**src/rtl/lpddr3_iod_ctrl_pkg.sv**
```systemverilog
// Shared types for the LPDDR3 IOD delay-line sequencers.
package lpddr3_iod_ctrl_pkg;

  typedef enum logic [1:0] {
    OP_LOAD = 2'b00,
    OP_INC  = 2'b01,
    OP_DEC  = 2'b10,
    OP_RSVD = 2'b11
  } op_e;

  typedef enum logic [2:0] {
    ST_IDLE   = 3'd0,
    ST_LOAD   = 3'd1,
    ST_MOVE   = 3'd2,
    ST_SETTLE = 3'd3,
    ST_FINISH = 3'd4
  } state_e;

  localparam logic DELAY_DIR_INC = 1'b1;

endpackage

```
**src/rtl/lpddr3_dm_delay_ctrl_if.sv**
```systemverilog
// Command handshake and status between lane calibration FSM and the DM delay sequencer.
interface lpddr3_dm_delay_ctrl_if #(
  parameter int unsigned TAP_W = 8
);
  import lpddr3_iod_ctrl_pkg::*;

  logic             cmd_valid;
  logic             cmd_ready;
  op_e              cmd_op;
  logic [TAP_W-1:0] cmd_steps;
  logic             done;
  logic             err;
  logic [TAP_W-1:0] tap;

  modport master (
    output cmd_valid, cmd_op, cmd_steps,
    input  cmd_ready, done, err, tap
  );

  modport slave (
    input  cmd_valid, cmd_op, cmd_steps,
    output cmd_ready, done, err, tap
  );

endinterface

```
**src/rtl/lpddr3_iod_step_timer.sv**
```systemverilog
// Loadable down-counter with terminal count; times LOAD hold and post-MOVE settle windows.
module lpddr3_iod_step_timer #(
  parameter int unsigned CNT_W = 3
) (
  input  logic             clk,
  input  logic             rst_n,
  input  logic             load,
  input  logic [CNT_W-1:0] load_val,
  output logic             tc_c
);

  logic [CNT_W-1:0] cnt_q;

  always_ff @(posedge clk or negedge rst_n) begin
    if (!rst_n) begin
      cnt_q <= '0;
    end else if (load) begin
      cnt_q <= load_val;
    end else if (cnt_q != '0) begin
      cnt_q <= cnt_q - CNT_W'(1);
    end
  end

  assign tc_c = (cnt_q == '0);

endmodule

```
**src/rtl/lpddr3_dm_delay_ctrl.sv**
```systemverilog
// Sequencer turning LOAD/INC/DEC commands into spaced IOD delay-line LOAD/MOVE/DIRECTION activity.
module lpddr3_dm_delay_ctrl
  import lpddr3_iod_ctrl_pkg::*;
#(
  parameter int unsigned TAP_W      = 8,
  parameter int unsigned MAX_TAP    = 255,
  parameter int unsigned INIT_TAP   = 1,
  parameter int unsigned SETTLE_CYC = 4,
  parameter int unsigned LOAD_CYC   = 2
) (
  input  logic                   fab_clk,
  input  logic                   arst_n,
  lpddr3_dm_delay_ctrl_if.slave  cmd,
  output logic                   delay_line_load,
  output logic                   delay_line_move,
  output logic                   delay_line_direction,
  input  logic                   delay_line_out_of_range
);

  localparam int unsigned TMR_MAX = (SETTLE_CYC > LOAD_CYC) ? SETTLE_CYC : LOAD_CYC;
  localparam int unsigned TMR_W   = $clog2(TMR_MAX) + 1;
  localparam logic [TAP_W-1:0] MAX_T  = TAP_W'(MAX_TAP);
  localparam logic [TAP_W-1:0] INIT_T = TAP_W'(INIT_TAP);

  state_e           state_q, state_d;
  op_e              op_q, op_d;
  logic [TAP_W-1:0] steps_q, steps_d;
  logic [TAP_W-1:0] tap_q, tap_d;
  logic             dir_q, dir_d;
  logic             err_q, err_d;
  logic             ready_q, ready_d;
  logic             done_q, done_d;
  logic             load_q, load_d;
  logic             move_q, move_d;
  logic             tmr_load;
  logic [TMR_W-1:0] tmr_val;
  logic             tmr_tc_c;

  function automatic logic at_limit(input logic dir, input logic [TAP_W-1:0] t);
    return (dir == DELAY_DIR_INC) ? (t == MAX_T) : (t == '0);
  endfunction

  lpddr3_iod_step_timer #(.CNT_W(TMR_W)) u_step_timer (
    .clk      (fab_clk),
    .rst_n    (arst_n),
    .load     (tmr_load),
    .load_val (tmr_val),
    .tc_c     (tmr_tc_c)
  );

  // Next-state logic; zero-step and reserved commands pass through MOVE without a pulse
  // so every non-LOAD command spends one decision cycle before FINISH.
  always_comb begin
    state_d  = state_q;
    op_d     = op_q;
    steps_d  = steps_q;
    tap_d    = tap_q;
    dir_d    = dir_q;
    err_d    = err_q;
    tmr_load = 1'b0;
    tmr_val  = '0;

    case (state_q)
      ST_IDLE: begin
        if (cmd.cmd_valid && ready_q) begin
          op_d    = cmd.cmd_op;
          steps_d = cmd.cmd_steps;
          err_d   = 1'b0;
          dir_d   = (cmd.cmd_op == OP_INC) ? DELAY_DIR_INC : ~DELAY_DIR_INC;
          if (cmd.cmd_op == OP_LOAD) begin
            state_d  = ST_LOAD;
            tmr_load = 1'b1;
            tmr_val  = TMR_W'(LOAD_CYC - 1);
          end else begin
            state_d = ST_MOVE;
          end
        end
      end
      ST_LOAD: begin
        if (tmr_tc_c) begin
          tap_d   = INIT_T;
          state_d = ST_FINISH;
        end
      end
      ST_MOVE: begin
        if (op_q == OP_RSVD) begin
          err_d   = 1'b1;
          state_d = ST_FINISH;
        end else if (steps_q == '0) begin
          state_d = ST_FINISH;
        end else if (at_limit(dir_q, tap_q)) begin
          err_d   = 1'b1;
          state_d = ST_FINISH;
        end else begin
          state_d  = ST_SETTLE;
          tmr_load = 1'b1;
          tmr_val  = TMR_W'(SETTLE_CYC - 1);
        end
      end
      ST_SETTLE: begin
        if (tmr_tc_c) begin
          if (delay_line_out_of_range) begin
            err_d   = 1'b1;
            state_d = ST_FINISH;
          end else begin
            tap_d   = (dir_q == DELAY_DIR_INC) ? tap_q + TAP_W'(1) : tap_q - TAP_W'(1);
            steps_d = steps_q - TAP_W'(1);
            state_d = (steps_q == TAP_W'(1)) ? ST_FINISH : ST_MOVE;
          end
        end
      end
      ST_FINISH: state_d = ST_IDLE;
      default:   state_d = ST_IDLE;
    endcase

    // Outputs are registered from next-state so they line up with the state they describe.
    ready_d = (state_d == ST_IDLE);
    done_d  = (state_d == ST_FINISH);
    load_d  = (state_d == ST_LOAD);
    move_d  = (state_d == ST_MOVE) && (op_d != OP_RSVD) && (steps_d != '0)
              && !at_limit(dir_d, tap_d);
  end

  always_ff @(posedge fab_clk or negedge arst_n) begin
    if (!arst_n) begin
      state_q <= ST_IDLE;
      op_q    <= OP_LOAD;
      steps_q <= '0;
      tap_q   <= INIT_T;
      dir_q   <= 1'b0;
      err_q   <= 1'b0;
      ready_q <= 1'b1;
      done_q  <= 1'b0;
      load_q  <= 1'b0;
      move_q  <= 1'b0;
    end else begin
      state_q <= state_d;
      op_q    <= op_d;
      steps_q <= steps_d;
      tap_q   <= tap_d;
      dir_q   <= dir_d;
      err_q   <= err_d;
      ready_q <= ready_d;
      done_q  <= done_d;
      load_q  <= load_d;
      move_q  <= move_d;
    end
  end

  assign cmd.cmd_ready         = ready_q;
  assign cmd.done              = done_q;
  assign cmd.err               = err_q;
  assign cmd.tap               = tap_q;
  assign delay_line_load       = load_q;
  assign delay_line_move       = move_q;
  assign delay_line_direction  = dir_q;

endmodule

```
**src/flat_wrapper.sv**
```systemverilog
// flat-port wrapper written by rule: the top's interface ports become plain ports
module lpddr3_dm_delay_ctrl_flat import lpddr3_iod_ctrl_pkg::*;
#(
  parameter int unsigned TAP_W      = 8,
  parameter int unsigned MAX_TAP    = 255,
  parameter int unsigned INIT_TAP   = 1,
  parameter int unsigned SETTLE_CYC = 4,
  parameter int unsigned LOAD_CYC   = 2
)
  (fab_clk, arst_n, delay_line_load, delay_line_move, delay_line_direction, delay_line_out_of_range, cmd_cmd_valid, cmd_cmd_op, cmd_cmd_steps, cmd_cmd_ready, cmd_done, cmd_err, cmd_tap);
  lpddr3_dm_delay_ctrl_if #(.TAP_W(TAP_W)) cmd_i ();
  input  logic fab_clk;
  input  logic arst_n;
  output logic delay_line_load;
  output logic delay_line_move;
  output logic delay_line_direction;
  input  logic delay_line_out_of_range;
  input wire logic [$bits(cmd_i.cmd_valid)-1:0] cmd_cmd_valid;
  input wire logic [$bits(cmd_i.cmd_op)-1:0] cmd_cmd_op;
  input wire logic [$bits(cmd_i.cmd_steps)-1:0] cmd_cmd_steps;
  output wire logic [$bits(cmd_i.cmd_ready)-1:0] cmd_cmd_ready;
  output wire logic [$bits(cmd_i.done)-1:0] cmd_done;
  output wire logic [$bits(cmd_i.err)-1:0] cmd_err;
  output wire logic [$bits(cmd_i.tap)-1:0] cmd_tap;
  assign cmd_i.cmd_valid = cmd_cmd_valid;
  assign cmd_i.cmd_op = cmd_cmd_op;
  assign cmd_i.cmd_steps = cmd_cmd_steps;
  assign cmd_cmd_ready = cmd_i.cmd_ready;
  assign cmd_done = cmd_i.done;
  assign cmd_err = cmd_i.err;
  assign cmd_tap = cmd_i.tap;
  lpddr3_dm_delay_ctrl #(.TAP_W(TAP_W), .MAX_TAP(MAX_TAP), .INIT_TAP(INIT_TAP), .SETTLE_CYC(SETTLE_CYC), .LOAD_CYC(LOAD_CYC)) u_core (.fab_clk(fab_clk), .arst_n(arst_n), .cmd(cmd_i), .delay_line_load(delay_line_load), .delay_line_move(delay_line_move), .delay_line_direction(delay_line_direction), .delay_line_out_of_range(delay_line_out_of_range));
endmodule
```
**config.mk**
```make
export PLATFORM = sky130hd
export DESIGN_NAME = lpddr3_dm_delay_ctrl_flat
export DESIGN_NICKNAME = d
export VERILOG_FILES = /design/src/rtl/lpddr3_iod_ctrl_pkg.sv /design/src/rtl/lpddr3_dm_delay_ctrl_if.sv /design/src/rtl/lpddr3_iod_step_timer.sv /design/src/rtl/lpddr3_dm_delay_ctrl.sv /design/src/flat_wrapper.sv
export SDC_FILE = /design/constraint.sdc
export NUM_CORES = 1
export LEC_CHECK = 0
export ABC_CLOCK_PERIOD_IN_PS = 3230
export BUFFER_PORTS_ARGS = -buffer_cell sky130_fd_sc_hd__clkbuf_2
export CAP_MARGIN = 30
export CORE_MARGIN = 1
export CORE_UTILIZATION = 45
export CTS_CLUSTER_SIZE = 8
export DETAILED_ROUTE_END_ITERATION = 7
export PLACE_DENSITY = 0.73
export SKIP_LAST_GASP = 1
export SYNTH_ARGS = -nofsm -noshare
export SYNTH_HDL_FRONTEND = slang
export SYNTH_SLANG_ARGS = --single-unit
```
**constraint.sdc**
```tcl
create_clock -name fab_clk -period 3.23 [get_ports fab_clk]
set_clock_uncertainty 0.15 [all_clocks]
set_input_delay 0.1615 -clock fab_clk [delete_from_list [all_inputs] [get_ports fab_clk]]
set_output_delay 0.1615 -clock fab_clk [all_outputs]
set_load 0.005 [all_outputs]
```
# Word-level counts from Yosys, hierarchy flattened
# Cells that the tools add are included.
[totals] inputBits=14 ff_bits=30 out_inout_bits=14
[op_classes] reduce_logical=17 n_eq_ne=17 add_sub_neg=4 n_mux=47
[op_table] operator="two-way mux 8 bit" n=7
[op_table] operator="two-way mux 3 bit" n=13
[op_table] operator="one-hot mux 8 bit (2 select lines)" n=2
[op_table] operator="zero test 8 bit" n=3
[op_table] operator="two-way mux 1 bit" n=17
[op_table] operator="equality test 8 bit, second input constant" n=2
[op_table] operator="subtractor 8 x 1 -> 8 bit, second input constant" n=2
[op_table] operator="one-hot mux 3 bit (4 select lines)" n=1
[op_table] operator="equality test 3 x 2 -> 1 bit, second input constant" n=3
[op_table] operator="zero test 3 bit" n=3
[op_table] operator="adder 8 x 1 -> 8 bit, second input constant" n=1
[op_table] operator="equality test 8 x 1 -> 1 bit, second input constant" n=1
[op_table] operator="two-way mux 2 bit" n=4
[op_table] operator="nonzero test 8 bit" n=1
[op_table] operator="equality test 3 x 1 -> 1 bit, second input constant" n=2
[op_table] operator="one-hot mux 3 bit (2 select lines)" n=1
[op_table] operator="AND reduction 6 bit" n=1
[op_table] operator="nonzero test 3 bit" n=2
[op_table] operator="logical AND 1 bit" n=4
[op_table] operator="!= test 2 x 1 -> 1 bit, second input constant" n=2
[op_table] operator="!= test 2 bit, second input constant" n=2
[op_table] operator="equality test 3 bit, second input constant" n=1
[op_table] operator="!= test 3 x 1 -> 1 bit, second input constant" n=1
[op_table] operator="!= test 3 x 2 -> 1 bit, second input constant" n=1
[op_table] operator="8 further kinds" n=8

# Longest topological paths before layout
[logic_depth] word_depth=10 mapped_depth=10 ltp_nobuf=9

# Cells and area by module
# From an unflattened synthesis, not the netlist that was laid out.
[unflattened] cells_unflattened=212 area_unflattened_um2=1953.1
[modules_own_cells] mod="lpddr3_dm_delay_ctrl" cells_per_inst=191 seq_area_each_um2=678.2 instances=1 area_each_um2=1751.7
[modules_own_cells] mod="lpddr3_iod_step_timer" cells_per_inst=21 seq_area_each_um2=75.1 instances=1 area_each_um2=201.4

# Worst setup path before layout
# No wires, ideal clock.
[synth_timing] kind="reg-to-reg" startpoint="register u_core.u_step_timer.cnt_q[0]" endpoint="register u_core.move_q (netlist: u_core.delay_line_move)" arrival_time_ns=2.302 path_stages_with_launch=10 setup_time_ns=0.137 setup_slack_ns=0.641 path_cell_list="dfrtp_1 inv_1 ha_1 nor3b_4 nand3_1 o311a_1 a221o_1 or4b_1 o211ai_1 a311oi_1"
[synth_rtl] item="start: declaration" line_no="lpddr3_iod_step_timer.sv:12" text="logic [CNT_W-1:0] cnt_q;"
[synth_rtl] item="start signal: assignment" line_no="lpddr3_iod_step_timer.sv:18" text="cnt_q <= load_val;"
[synth_rtl] item="start signal: assignment" line_no="lpddr3_iod_step_timer.sv:20" text="cnt_q <= cnt_q - CNT_W'(1);"
[synth_rtl] item="zero test 3 bit" line_no="lpddr3_iod_step_timer.sv:24" text="assign tc_c = (cnt_q == '0);"
[synth_rtl] item="two-way mux 8 bit" line_no="lpddr3_dm_delay_ctrl.sv:101" text="if (tmr_tc_c) begin"
[synth_rtl] item="one-hot mux 8 bit (2 select lines)" line_no="lpddr3_dm_delay_ctrl.sv:63" text="case (state_q)"
[synth_rtl] item="named net u_core.steps_d[6]" line_no="lpddr3_dm_delay_ctrl.sv:27" text="logic [TAP_W-1:0] steps_q, steps_d;"
[synth_rtl] item="nonzero test 8 bit" line_no="lpddr3_dm_delay_ctrl.sv:120" text="move_d = (state_d == ST_MOVE) && (op_d != OP_RSVD) && (steps_d != '0)"
[synth_rtl] item="logical AND 1 bit" line_no="lpddr3_dm_delay_ctrl.sv:120"
[synth_rtl] item="logical AND 1 bit" line_no="lpddr3_dm_delay_ctrl.sv:121" text="&& !at_limit(dir_d, tap_d);"
[synth_rtl] item="named net u_core.move_d" line_no="lpddr3_dm_delay_ctrl.sv:34" text="logic move_q, move_d;"
[synth_rtl] item="end signal: assignment" line_no="lpddr3_dm_delay_ctrl.sv:146" text="move_q <= move_d;"
[synth_rtl] item="end: declaration" line_no="lpddr3_dm_delay_ctrl.sv:34"
# The timed path passes the listed nets, and every way through them passes these cells.
# A chain may end at the register's enable or synchronous reset.

# Final worst setup path
# Ends and elaborated chain as after synthesis.

==> out/results.tsv <==
metric	value	unit
Clock transition at path regs	0.07	ns
Yosys reg bits	30	
Num CTS Buffers	5	
Pins Over Slew Limit	0	
endpoints failing setup	0	
gr usage total	22.92	%
clk_lat worst skew	0.28	ns
vias	1763	
async set-reset flop share out of synthesis	100.0	%
Yosys top cell area share	36.84	%
Synthesis Warnings	0	
peak supply drop	0.0004434	V
# port buffers	27	
Rel. slew slack	50.74	%
initial DRC count	203	
highest clock rate	0.3596	GHz
R2R depth	9	
Leak	1.057	nW
Most used DFF post-synth	dfrtp_1	
hold path depth	2	
nets	271	
total length of routed wires	4565	um
I/O pins	28	
Finished Layout Cells	297	
CORE AREA	4029	um2
max_cap viols	0	
DR DRC count	0	
Critical Path RT	3.23	ns
Die Wd	67.01	um
post-DP HPWL	3454	um
DP Worst Slack	0.4389	ns
class of the tightest hold or removal check	in2reg	
Cell Area, Synth	1902	um2
FP Rows	23	
startpoint types	flop	
crit path max fanout	4	
Setup TNS Final	0	ns
Placed Cells	282	
syn nets	231	
Max H-tree Level	2	
Avg Inst Size Synth	9.232	um2
post-CTS setup buffers	0	
clk root buf	clkbuf_8	
Worst setup EP type	flop	
Fin. Hold Viols	0	
Synth area leader	dfrtp_1	
kind of critical path	reg2reg	
minimum clock period	2.781	ns
number of global-route vias before repair	1616	
Ant. Diodes	0	
Vias/cell	5.936	
antenna violations before repair	0	
RSZ-0062 raised after global routing	no	
first-pass GRT wire length	7631	um
drt first pass iters	4	
Worst EP arrival	2.78	ns
WL per Instance	15.37	um
status	complete, no violations	
share of cells above drive strength 1	19.03	%
Util after Layout	56.15	%
Overflow after GRT	0	
largest net degree at the start of global routing	31	
CTS Sinks	30	
Mapped Cells	206	
post-synthesis cell type count	55	
Area Growth Syn to Fin	18.95	%
PnR worst setup slack	0.4493	ns
Starting Density	47.20	%
total die area	4490	um2
gp weighted congestion	0.8551	
slew at the pin closest to its max-slew limit	0.7390	ns
post-route ant nets	0	
sequential area share after synthesis	39.61	%
CTS tree	built	
synth top area cells	dfrtp_1, ha_1, nand2_1, nand3_1, dfstp_2	
PwrDens	1088	nW/um2
Die Height	67.01	um
number of synthesized flops with an enable pin	0	
clk buf depth	2	
Tcrit/Tclk final	86.09	%
-- cell usage in the layout, fill, tap and decap left out, types with 3 or more instances in the layout --
cell type,count
nor4_1,4
nor3_1,5
o311ai_0,3
xnor2_1,3
nand3_1,13
o21ai_0,9
inv_1,12
nand3b_1,4
ha_1,10
a21oi_1,8
nand2b_1,3
dfrtp_1,28
o21a_1,3
or3_1,5
clkbuf_8,6
nor2b_1,3
clkbuf_2,27
nor2_1,12
or2_2,4
nand4_1,5
nand2_1,22
o211ai_1,5
dlygate4sd3_1,7
-- per-layer routing --
layer / GRT usage (%) / part of all wire, % / vias up
met3: 5.651 / 5.0 / 11
li1: - / - / 855
met4: 6.117 / 1.6 / 0
met2: 35.00 / 46 / 54
met5: 0 / 0 / -
met1: 31.91 / 48 / 843
-- area by class of cell --
class / instances / area (um2)
clock buffers: 7 / 86.33
inverters: 12 / 45.04
repair buffers: 36 / 220.2
clock inverters: 1 / 5.005
multi-input cells: 161 / 1090
fillers: 405 / 1767
flip-flops and latches: 30 / 753.2
well taps: 50 / 62.56
-- kinds of logic (layout without fill, tap and decap cells) --
kind of cell	Yosys count	in the layout	share of synthesized area, %
xor+xnor	4	4	1.842
fa+ha+maj	11	11	7.632
flops	30	30	39.61
simple gates	96	96	28.82
buf+inv	15	56	3.092
compound gates	50	50	19.01
-- metrics by stage --
| stage | area, um2 | power, mW | hold WS [ns] |
|---|---|---|---|
| after floorplan | 1902 | 1.739 | -0.2841 |
| after global placement | 2101 | 2.103 | 0.09798 |
| after detailed placement | 2101 | 2.125 | 0.1086 |
| after CTS | 2262 | 2.453 | 0.005183 |
| after global routing | 2262 | 2.703 | 0.0008462 |
| final | 2262 | 2.460 | 0.004164 |
-- where the power goes --
part / switching [mW] / leakage (nW) / internal, mW
clock network: 0.139 / 0.0482 / 0.172
registers: 0.188 / 0.381 / 0.559
logic: 0.786 / 0.627 / 0.617
total: 1.11 / 1.06 / 1.35
-- synth_stat cells (3+ instances only) --
cell type  count
nand3b_1       4
nand2_1       22
inv_1         12
nand2b_1       3
a21oi_1        8
ha_1          10
or2_2          4
or3_1          5
nand4_1        5
o21ai_0        9
o21a_1         3
o311ai_0       3
nor4_1         4
nor2_1        12
nor3_1         5
xnor2_1        3
nand3_1       13
dfrtp_1       28
o211ai_1       5
nor2b_1        3
-- state kept, by name, indices dropped and copies added (netlist names) --
name                         cells
u_core.state_q                   3
u_core.delay_line_direction      1
u_core.delay_line_move           1
u_core.cmd.tap                   8
u_core.cmd.done                  1
u_core.cmd.err                   1
u_core.delay_line_load           1
u_core.u_step_timer.cnt_q        3
u_core.cmd.cmd_ready             1
u_core.op_q                      2
u_core.steps_q                   8
-- critical path: stages (launching register included) --
cell	delay [ns]
dfrtp_1	0.35
inv_1	0.10
ha_1	0.21
nor3b_4	0.28
nand3_1	0.17
o311a_1	0.32
a221o_1	0.28
or4b_1	0.52
o211ai_1	0.20
a311oi_1	0.06
-- what timing repair did --
| action | CTS | global route |
|---|---|---|
| gates resized for setup | 0 | 0 |
| setup endpoints to repair | 0 | 0 |
| hold buffers | 7 | 0 |
| endpoints found under the hold margin | 34 | 0 |
-- final timing paths --
| path | slack [ns] | start | end |
|---|---|---|---|
| worst max register to register | 0.45 | u_core.u_step_timer.cnt_q[0] | u_core.delay_line_move |
| worst max-delay path | 0.45 | u_core.u_step_timer.cnt_q[0] | u_core.delay_line_move |
| max in group asynchronous | 2.14 | arst_n | u_core.delay_line_load |
| worst min-delay path | 0.004 | cmd_cmd_steps[6] | u_core.steps_q[6] |
| worst min register to register | 0.36 | u_core.cmd.err | u_core.cmd.err |
| min in group asynchronous | 0.32 | arst_n | u_core.steps_q[1] |
Note: power is estimated with default switching activity, not from simulation.
